File: src/rtl/board_scan_renderer.sv
// ---------------------------------------------------------------------------
// board_scan_renderer
//
// Pixel-side reader of the playfield. Produces 640x480 VGA timing from the
// system clock, turns every in-board pixel into a board cell query, samples
// the returned cell colour, overlays the falling piece and a white frame
// around the board, and drives registered rgb/hsync/vsync to the pins.
//
// Pipeline (advances only on the pixel tick):
//   stage 0 : h/v counters and combinational region decode
//   stage 1 : cell query (x_vga2/y_vga2), region flags, piece-hit flag
//   stage 2 : final colour select and delayed syncs
//
// Ports:
//   clk                  system clock
//   reset                asynchronous reset, active low
//   x_vga2 / y_vga2      board cell being queried (0 outside the board)
//   color                board colour of the queried cell (combinational)
//   x1..x4 / y1..y4      falling-piece cells; rows above 19 never match
//   block_type           falling-piece palette index
//   rgb                  pixel colour {B[3:0], G[3:0], R[3:0]}
//   hsync / vsync        active-low syncs, aligned with rgb
//   frame_tick           one-clk pulse at the start of vertical blanking
// ---------------------------------------------------------------------------
module board_scan_renderer #(
    parameter int CLK_DIV   = 4,
    parameter int BOARD_X0  = 240,
    parameter int BOARD_Y0  = 80,
    parameter int CELL_LOG2 = 4,
    parameter int BORDER    = 2
) (
    input  logic        clk,
    input  logic        reset,
    output logic [3:0]  x_vga2,
    output logic [4:0]  y_vga2,
    input  logic [11:0] color,
    input  logic [3:0]  x1,
    input  logic [3:0]  x2,
    input  logic [3:0]  x3,
    input  logic [3:0]  x4,
    input  logic [4:0]  y1,
    input  logic [4:0]  y2,
    input  logic [4:0]  y3,
    input  logic [4:0]  y4,
    input  logic [2:0]  block_type,
    output logic [11:0] rgb,
    output logic        hsync,
    output logic        vsync,
    output logic        frame_tick
);

    localparam int DIV_W = (CLK_DIV > 1) ? $clog2(CLK_DIV) : 1;
    localparam logic [DIV_W-1:0] DIV_MAX = DIV_W'(CLK_DIV - 1);

    // Board window bounds; 11 bits so that "+ BORDER" cannot overflow.
    localparam logic [10:0] BX_LO = 11'(BOARD_X0);
    localparam logic [10:0] BX_HI = 11'(BOARD_X0 + 160);
    localparam logic [10:0] BY_LO = 11'(BOARD_Y0);
    localparam logic [10:0] BY_HI = 11'(BOARD_Y0 + 320);
    localparam logic [10:0] BRD   = 11'(BORDER);
    localparam logic [9:0]  BX0_10 = 10'(BOARD_X0);
    localparam logic [9:0]  BY0_10 = 10'(BOARD_Y0);

    function automatic logic [11:0] palette(input logic [2:0] idx);
        logic [11:0] c;
        case (idx)
            3'd0:    c = 12'h000;
            3'd1:    c = 12'hF00;
            3'd2:    c = 12'h0FF;
            3'd3:    c = 12'hF0F;
            3'd4:    c = 12'h0F8;
            3'd5:    c = 12'h08F;
            3'd6:    c = 12'h00F;
            default: c = 12'hDD4;
        endcase
        return c;
    endfunction

    logic [DIV_W-1:0] r_div;
    logic [9:0]       r_h_p0;
    logic [9:0]       r_v_p0;
    logic             w_pt;

    logic [10:0]      w_h11;
    logic [10:0]      w_v11;
    logic             w_vld_p0;
    logic             w_inb_p0;
    logic             w_outer_p0;
    logic             w_bdr_p0;
    logic             w_hs_on_p0;
    logic             w_vs_on_p0;
    logic [3:0]       w_cx_p0;
    logic [4:0]       w_cy_p0;
    logic             w_hit_p0;

    logic [3:0]       r_x_p1;
    logic [4:0]       r_y_p1;
    logic             r_vld_p1;
    logic             r_inb_p1;
    logic             r_bdr_p1;
    logic             r_hs_on_p1;
    logic             r_vs_on_p1;
    logic             r_hit_p1;

    logic [11:0]      r_rgb_p2;
    logic             r_hsync_p2;
    logic             r_vsync_p2;

    assign w_pt = (r_div == DIV_MAX);

    // ---- stage 0: pixel divider and h/v counters ----
    always_ff @(posedge clk or negedge reset) begin
        if (!reset) begin
            r_div  <= '0;
            r_h_p0 <= '0;
            r_v_p0 <= '0;
        end else begin
            r_div <= w_pt ? '0 : r_div + 1'b1;
            if (w_pt) begin
                if (r_h_p0 == 10'd799) begin
                    r_h_p0 <= '0;
                    r_v_p0 <= (r_v_p0 == 10'd524) ? 10'd0 : r_v_p0 + 10'd1;
                end else begin
                    r_h_p0 <= r_h_p0 + 10'd1;
                end
            end
        end
    end

    assign w_h11 = {1'b0, r_h_p0};
    assign w_v11 = {1'b0, r_v_p0};

    assign w_vld_p0   = (r_h_p0 < 10'd640) && (r_v_p0 < 10'd480);
    assign w_inb_p0   = (w_h11 >= BX_LO) && (w_h11 < BX_HI) &&
                        (w_v11 >= BY_LO) && (w_v11 < BY_HI);
    // Left/top edges written as "h + BORDER >= lo" to stay unsigned.
    assign w_outer_p0 = (w_h11 + BRD >= BX_LO) && (w_h11 < BX_HI + BRD) &&
                        (w_v11 + BRD >= BY_LO) && (w_v11 < BY_HI + BRD);
    assign w_bdr_p0   = w_outer_p0 && !w_inb_p0;
    assign w_hs_on_p0 = (r_h_p0 >= 10'd656) && (r_h_p0 <= 10'd751);
    assign w_vs_on_p0 = (r_v_p0 >= 10'd490) && (r_v_p0 <= 10'd491);

    // Wrap-around garbage outside the board is masked by w_inb_p0 below.
    assign w_cx_p0 = 4'((r_h_p0 - BX0_10) >> CELL_LOG2);
    assign w_cy_p0 = 5'((r_v_p0 - BY0_10) >> CELL_LOG2);

    assign w_hit_p0 = w_inb_p0 && (
        ((x1 == w_cx_p0) && (y1 == w_cy_p0) && (y1 <= 5'd19)) ||
        ((x2 == w_cx_p0) && (y2 == w_cy_p0) && (y2 <= 5'd19)) ||
        ((x3 == w_cx_p0) && (y3 == w_cy_p0) && (y3 <= 5'd19)) ||
        ((x4 == w_cx_p0) && (y4 == w_cy_p0) && (y4 <= 5'd19)));

    // ---- stage 1: cell query and region flags ----
    always_ff @(posedge clk or negedge reset) begin
        if (!reset) begin
            r_x_p1     <= '0;
            r_y_p1     <= '0;
            r_vld_p1   <= 1'b0;
            r_inb_p1   <= 1'b0;
            r_bdr_p1   <= 1'b0;
            r_hs_on_p1 <= 1'b0;
            r_vs_on_p1 <= 1'b0;
            r_hit_p1   <= 1'b0;
        end else if (w_pt) begin
            r_x_p1     <= w_inb_p0 ? w_cx_p0 : 4'd0;
            r_y_p1     <= w_inb_p0 ? w_cy_p0 : 5'd0;
            r_vld_p1   <= w_vld_p0;
            r_inb_p1   <= w_inb_p0;
            r_bdr_p1   <= w_bdr_p0;
            r_hs_on_p1 <= w_hs_on_p0;
            r_vs_on_p1 <= w_vs_on_p0;
            r_hit_p1   <= w_hit_p0;
        end
    end

    // ---- stage 2: colour select and pin registers ----
    always_ff @(posedge clk or negedge reset) begin
        if (!reset) begin
            r_rgb_p2   <= 12'h000;
            r_hsync_p2 <= 1'b1;
            r_vsync_p2 <= 1'b1;
        end else if (w_pt) begin
            if (!r_vld_p1)
                r_rgb_p2 <= 12'h000;
            else if (r_inb_p1 && r_hit_p1)
                r_rgb_p2 <= palette(block_type);
            else if (r_inb_p1)
                r_rgb_p2 <= color;
            else if (r_bdr_p1)
                r_rgb_p2 <= 12'hFFF;
            else
                r_rgb_p2 <= 12'h000;
            r_hsync_p2 <= ~r_hs_on_p1;
            r_vsync_p2 <= ~r_vs_on_p1;
        end
    end

    assign x_vga2     = r_x_p1;
    assign y_vga2     = r_y_p1;
    assign rgb        = r_rgb_p2;
    assign hsync      = r_hsync_p2;
    assign vsync      = r_vsync_p2;
    assign frame_tick = w_pt && (r_h_p0 == 10'd0) && (r_v_p0 == 10'd480);

endmodule
File: config.mk
export PLATFORM = sky130hd
export DESIGN_NAME = board_scan_renderer
export DESIGN_NICKNAME = d
export VERILOG_FILES = /design/src/rtl/board_scan_renderer.sv
export SDC_FILE = /design/constraint.sdc
export NUM_CORES = 1
export LEC_CHECK = 0
export CAP_MARGIN = 25
export CORE_ASPECT_RATIO = 1.2
export CORE_MARGIN = 3
export CORE_UTILIZATION = 47
export DETAILED_ROUTE_END_ITERATION = 12
export PLACE_DENSITY = 0.75
export REMOVE_ABC_BUFFERS = 1
export SYNTH_ARGS = -nofsm -noshare
export SYNTH_HDL_FRONTEND = slang
export SYNTH_SLANG_ARGS = --single-unit
export TNS_END_PERCENT = 100
File: constraint.sdc
create_clock -name clk -period 2.1 [get_ports clk]
set_input_delay 0.525 -clock clk [delete_from_list [all_inputs] [get_ports clk]]
set_output_delay 0.525 -clock clk [all_outputs]
set_load 0.03 [all_outputs]
==> run_results.csv, run 1 <==
group,metric,value,unit
die,chipHeight,101,µm
timing,fin_crit,2160,ps
timing,maxSlewHeadroom,58.7,%
die,core.rowCount,34,
placed_design,numPortBuffers,76,
timing,rsz0062_at_grt,"yes",
clock_tree,cts_hold_buffers,0,
timing,fin_skew,4.03,ps
timing,hold_viol,0,
layout,nets,563,
clock_tree,worstSkewPairLatency,310,ps
job,maxCapViolations,0,
placed_design,hpwl,7.68,mm
worst_setup_path,cp_num_buf_inv,3,
detailed_routing,drtAntennaViolNets,0,
detailed_routing,via_per_inst,5.87,
placed_design,place_area,0.00460,mm²
synth,synth_edf_count,0,
timing,period_share,103,%
clock_tree,cts.clk_slew.worst_paths,90,ps
worst_setup_path,worst-path-max-fanout,3,
pwr,cellPowerDensity,368,mW/mm²
global_route,grt_pass1_wl,15.9,mm
synth,synth-async-reset-ratio,100,%
detailed_routing,drt-wirelength-per-cell,17.4,µm
status,outcome,"finished with violations",
clock_tree,cts_max_path_buffers,2,
pwr,comb_power_share,10.8,%
detailed_routing,vias,3439,
pwr,p_clk_share,34.2,%
layout,num_antenna_cells,0,
clock_tree,cts-root-buf,"clkbuf_8",
pwr,p_total,1.78,mW
detailed_routing,drt_wl_total,10.2,mm
worst_setup_path,critPathMaxStageDelay,400,ps
layout,fin_util,66.2,%
global_route,first_global_vias,3269,
status,violations,"negative setup slack",
timing,setup_ws,-62.9,ps
timing,drv_slew,0,
die,design.core.area,0.00732,mm²
pwr,p_int,1.37,mW
clock_tree,cts.sinks,51,
worst_setup_path,path_cells,"inv_2, buf_6, ha_4, nand2_2, nor2_2, nand4_1, nor2_2, buf_12",
clock_tree,cts_max_level,2,
worst_setup_path,endpoint_kind,"output port",
die,die_area,0.00866,mm²
worst_setup_path,critPathRequiredTime,1570,ps
detailed_routing,dr.pass1.iters,5,
layout,fin_area,0.00485,mm²
die,die_x,85.5,µm
global_route,overflow,0,
worst_setup_path,path_class,"reg2out",
synth,syn_area,0.00356,mm²
worst_hold_path,hp-class,"in2async",
timing,whs,197,ps
timing,finalSetupTns,-62.9,ps
layout,syn_to_final_growth,36.1,%
synth,syn_area_per_cell,9.06,µm²
detailed_routing,initialDrtViolationCount,131,
clock_tree,tritoncts,"built",
worst_setup_path,path_common_cell,"nor2_2",
global_route,grt_max_degree,28,
pwr,peakVddDrop,0.250,mV
pwr,p_seq_share,55.1,%
timing,setup_viol,1,
global_route,grtUsageTotal,23.1,%
timing,worst_pin_slew,614,ps
detailed_routing,drc,0,
die,start_util,48.7,%
synth,ys_warn_count,0,
worst_setup_path,start_kind,"register",
placed_design,place_ws,-196,ps
worst_setup_path,critical-path-top-delay-family,"simple AND/OR/NAND/NOR gates",
synth,synth_ff_type,"dfrtp_1",
pwr,p_sw_share,23.0,%
pwr,leakage,1.97,nW
timing,fmax,462,MHz
die,io_pins,77,
synth,syn-instance-count,393,
synth,yosysUniqueCellTypes,57,
worst_setup_path,cp.arrival,1640,ps
synth,yosysSeqAreaShare,35.9,%
clock_tree,cts_made_buffers,5,
pwr,switching_power,410,µW
layout,final_cells,586,
worst_setup_path,cp_slowest_cell,"dfrtp_1",
placed_design,routabilityCongestion,0.896,
placed_design,dpl.cell_count,572,
global_route,antenna_found_initial,0,
layout,drive_gt1_share,18.3,%
synth,ys_seq_elements,51,
-- layout make-up --
type,count,area [µm²]
fill,609,2470
tap,90,113
inverter,18,67.6
timing repair buffer,123,1120
clock inverter,2,16.3
sequential,51,1280
clock buffer,6,82.6
multi-input combinational,296,2160
-- repair_timing --
item | CTS | global route
resized for setup | 13 | 13
pin swaps | 2 | 6
setup buffers | 1 | 5
setup endpoints to repair | 11 | 12
-- cells in the final DEF (no fill, tap or decap), types with 6 or more instances in the layout --
master,netlist,layout
nand4_1,6,6
o2bb2ai_1,15,15
nor4_1,9,8
xor2_1,10,9
a21oi_1,11,11
nand2_1,25,23
a31oi_1,8,8
nand3_1,16,16
inv_1,18,17
clkbuf_8,0,6
buf_4,1,46
xnor2_1,29,29
dfrtp_1,49,46
ha_1,15,10
nor2_1,39,35
o21ai_0,28,28
clkdlybuf4s50_1,0,74
or4_1,6,6
-- cells in the mapped netlist, drive strengths merged (3+ instances only) --
cell type,instances,share of area [%]
xnor3,4,2.5
nor2b,4,0.91
o31ai,3,0.63
inv,18,1.9
and3,4,0.70
a21oi,11,1.5
xor2,10,2.5
nor4,10,1.9
nor2,39,4.1
nand4,6,1.1
a32o,3,0.84
buf,14,2.6
a31oi,8,1.4
a211oi,3,0.63
o21ai,29,4.1
xnor2,29,7.1
a31o,3,0.74
nor3,5,0.70
a21o,3,0.63
mux2,3,0.95
or4,6,1.3
o22ai,3,0.53
or3,3,0.53
ha,15,5.3
o2bb2ai,15,3.7
o2111ai,3,0.74
o211ai,5,1.1
nand2,25,2.6
dfrtp,49,34
clkbuf,14,1.5
nand3,16,2.2
-- worst reg2reg max path, delay by kind of cell (launching register included) --
| family | cells | cell delay (ps) |
|---|---|---|
| AO/OA/AOI/OAI | 3 | 700 |
| AND/OR/NAND/NOR | 2 | 530 |
| flip-flops | 1 | 360 |
| buffers and inverters | 2 | 230 |
| adder cells (fa/ha/maj) | 1 | 200 |
-- worst paths after layout --
kind | start | endpoint | slack [ps] | cells past startpoint
worst max-delay path | r_v_p0[4] | frame_tick | -60 | 8
worst min-delay path | reset | r_v_p0[0] | 200 | 2
worst max register to register | r_v_p0[5] | r_bdr_p1 | 10 | 8
worst min register to register | r_div[0] | r_div[0] | 440 | 1
max in group asynchronous | reset | hsync | 1570 | 2
min in group clk | r_div[0] | r_div[0] | 440 | 1
-- power groups by stage --
stage          registers, mW  logic [mW]  clock network (mW)
6_report               0.981       0.192               0.609
4_1_cts                0.981       0.193               0.629
5_1_grt                0.982       0.205               0.668
3_3_place_gp            1.00       0.189                   0
2_1_floorplan           1.00      0.0482                   0
3_5_place_dp            1.00       0.191                   0
-- cells by family (layout without fill, tap and decap cells) --
family	count (synthesis)	count (layout)	share of synthesized area, %
AND/OR/NAND/NOR	129	129	18.3
AO/OA/AOI/OAI	103	103	19.9
flip-flops	51	51	35.9
buffers and inverters	46	149	5.94
XOR/XNOR	45	45	13.5
adder cells (fa/ha/maj)	15	15	5.27
multiplexers	4	4	1.23
-- registers in the layout, summed over array words and instances, names as in the netlist --
register	cells
x_vga2	4
hsync	1
vsync	1
r_hs_on_p1	1
r_inb_p1	1
r_h_p0	10
y_vga2	5
r_hit_p1	1
r_div	2
r_v_p0	10
rgb	12
r_bdr_p1	1
r_vld_p1	1
r_vs_on_p1	1
-- routing by layer --
layer | up-vias | track usage (%) | share of wire (%)
met4 | 0 | 7.67 | 2.6
met2 | 131 | 41.6 | 51
met1 | 1657 | 28.0 | 41
met3 | 25 | 3.66 | 5.3
met5 | - | 0 | 0
li1 | 1626 | - | -
Note: power is estimated with default switching activity, not from simulation.
==> inputs of run 2 (changes only) <==
--- a/config.mk
+++ b/config.mk
@@ -8,10 +8,12 @@
 export CAP_MARGIN = 25
 export CORE_ASPECT_RATIO = 1.2
 export CORE_MARGIN = 3
-export CORE_UTILIZATION = 47
+export CORE_UTILIZATION = 64
 export DETAILED_ROUTE_END_ITERATION = 12
-export PLACE_DENSITY = 0.75
+export DONT_BUFFER_PORTS = 1
+export PLACE_DENSITY = 0.77
 export REMOVE_ABC_BUFFERS = 1
+export SKIP_CTS_REPAIR_TIMING = 1
 export SYNTH_ARGS = -nofsm -noshare
 export SYNTH_HDL_FRONTEND = slang
 export SYNTH_SLANG_ARGS = --single-unit
==> constraint.sdc (replaced) <==
create_clock -name clk -period 2.3 [get_ports clk]
set_input_delay 0.575 -clock clk [delete_from_list [all_inputs] [get_ports clk]]
set_output_delay 0.575 -clock clk [all_outputs]
set_load 0.03 [all_outputs]
==> run 2 against run 1 <==
  * The flow now finishes without violations
  * Die area decreased by 25%
  * Setup slack improved by 180 ps
  * Clock skew increased by 2.8 ps
  * Clock-buffer cell count unchanged
  * Sequential power decreased by 8.7%
  * Cell count decreased by 22%
  * First-iteration DRC count increased by 62%
  * Core utilization increased by 4.6 points
  * Combinational power decreased by 64%
  * Largest cell class unchanged
  * Largest power group unchanged
==> run_results.csv, run 2 (same netlist as run 1, synthesis figures left out) <==
group,metric,value,unit
status,outcome,"complete, no violations",
die,design.core.area,0.00533,mm²
pwr,switching_power,328,µW
layout,largest_reg_flops,12,
layout,mostFrequentLayoutCell,"dfrtp_1",
clock_tree,cts.sinks,51,
detailed_routing,drt_wl_total,8.80,mm
worst_setup_path,cp.arrival,2390,ps
detailed_routing,vias,3023,
die,io_pins,77,
timing,drv_slew,0,
placed_design,place_area,0.00363,mm²
worst_setup_path,r2r-start,"r_v_p0[4]",
detailed_routing,drt-wirelength-per-cell,19.3,µm
detailed_routing,dr.pass1.iters,4,
global_route,grt_max_degree,52,
worst_setup_path,r2r_slack,120,ps
clock_tree,tritoncts,"built",
worst_setup_path,path_class,"reg2reg",
timing,fin_crit,2180,ps
global_route,first_global_vias,2911,
pwr,comb_power_share,4.7,%
timing,fmax,458,MHz
pwr,p_int,1.15,mW
worst_setup_path,endpoint_kind,"register",
global_route,grt_pass1_wl,13.9,mm
placed_design,hpwl,6.45,mm
pwr,p_sw_share,22.2,%
placed_design,dpl.cell_count,445,
worst_hold_path,hp-class,"in2async",
timing,whs,96.5,ps
worst_setup_path,critPathRequiredTime,2500,ps
global_route,grtUsageTotal,27.6,%
pwr,cellPowerDensity,390,mW/mm²
placed_design,place_ws,108,ps
placed_design,numPortBuffers,0,
timing,rsz0062_at_grt,"yes",
pwr,p_total,1.47,mW
detailed_routing,initialDrtViolationCount,212,
worst_setup_path,r2r_end,"r_bdr_p1",
layout,fin_area,0.00378,mm²
pwr,p_seq_share,60.8,%
layout,layout_common_cells,"45 x dfrtp_1, 37 x nor2_1, 29 x xnor2_1",
detailed_routing,via_per_inst,6.61,
timing,period_share,95.0,%
global_route,overflow,0,
die,start_util,66.8,%
layout,num_antenna_cells,0,
clock_tree,worstSkewPairLatency,310,ps
layout,drive_gt1_share,13.2,%
die,chipHeight,87.7,µm
clock_tree,cts_made_buffers,5,
worst_setup_path,start_kind,"register",
timing,hold_viol,0,
layout,fillCellCount,434,
timing,finalSetupTns,0,ps
die,die_x,74.1,µm
timing,maxSlewHeadroom,56.5,%
layout,fin_util,70.9,%
clock_tree,cts-root-buf,"clkbuf_8",
detailed_routing,drtAntennaViolNets,0,
pwr,leakage,1.54,nW
timing,setup_ws,115,ps
layout,nets,462,
pwr,p_clk_share,34.5,%
placed_design,routabilityCongestion,0.980,
clock_tree,cts_max_level,2,
pwr,peakVddDrop,0.245,mV
worst_setup_path,r2r_cells,7,
timing,fin_skew,6.79,ps
detailed_routing,drc,0,
clock_tree,cts.clk_slew.worst_paths,90,ps
worst_setup_path,worst-path-max-fanout,13,
global_route,antenna_found_initial,0,
die,die_area,0.00650,mm²
clock_tree,cts_max_path_buffers,2,
layout,syn_to_final_growth,6.15,%
layout,final_cells,457,
job,maxCapViolations,0,
timing,worst_pin_slew,646,ps
timing,setup_viol,0,
die,core.rowCount,29,
[run 2: worst max-delay path by stage]
stage | startpoint | end | slack, ps | depth (start not counted)
3_3_place_gp | r_h_p0[5] | r_hit_p1 | 180 | 8
5_1_grt | r_v_p0[5] | frame_tick | -10 | 7
3_5_place_dp | r_h_p0[5] | r_hit_p1 | 110 | 8
4_1_cts | r_v_p0[7] | frame_tick | -110 | 5
2_1_floorplan | r_div[0] | frame_tick | -250 | 5
6_report | r_v_p0[4] | r_bdr_p1 | 120 | 7
[run 2: area by class of cell]
type | count | area [µm²] | area share (%)
tap | 62 | 77.6 | 2.05
inverter | 18 | 67.6 | 1.79
clock inverter | 2 | 12.5 | 0.331
clock buffer | 6 | 72.6 | 1.92
sequential | 51 | 1280 | 34.0
timing repair buffer | 22 | 185 | 4.90
multi-input combinational | 296 | 2080 | 55.1
[run 2: layer usage]
layer,vias to the layer above,track usage (%),wire length [µm]
met4,0,13.8,342
li1,1428,-,-
met2,134,44.9,4280
met3,32,5.51,595
met5,-,0,0
met1,1429,34.5,3580
[run 2: worst max-delay path: stages (launching register included)]
cell	delay, ps
dfrtp_1	390
buf_4	200
ha_1	220
nand3_1	80
a21boi_0	80
o41a_1	390
or3_1	400
o32ai_1	310
[run 2: power by group through the flow]
stage | clock (mW) | combinational [mW] | sequential (mW)
after global placement | 0 | 0.0474 | 0.914
after detailed placement | 0 | 0.0485 | 0.914
after floorplan | 0 | 0.0440 | 0.914
final | 0.508 | 0.0697 | 0.896
after global routing | 0.553 | 0.0783 | 0.896
after CTS | 0.515 | 0.0489 | 0.896
==> inputs of run 3 (changes only) <==
--- a/config.mk
+++ b/config.mk
@@ -14,6 +14,7 @@
 export PLACE_DENSITY = 0.77
 export REMOVE_ABC_BUFFERS = 1
 export SKIP_CTS_REPAIR_TIMING = 1
+export SLEW_MARGIN = 40
 export SYNTH_ARGS = -nofsm -noshare
 export SYNTH_HDL_FRONTEND = slang
 export SYNTH_SLANG_ARGS = --single-unit
==> results of run 3 <==
No change in the layout: final DEF, timing and power equal those of run 2.
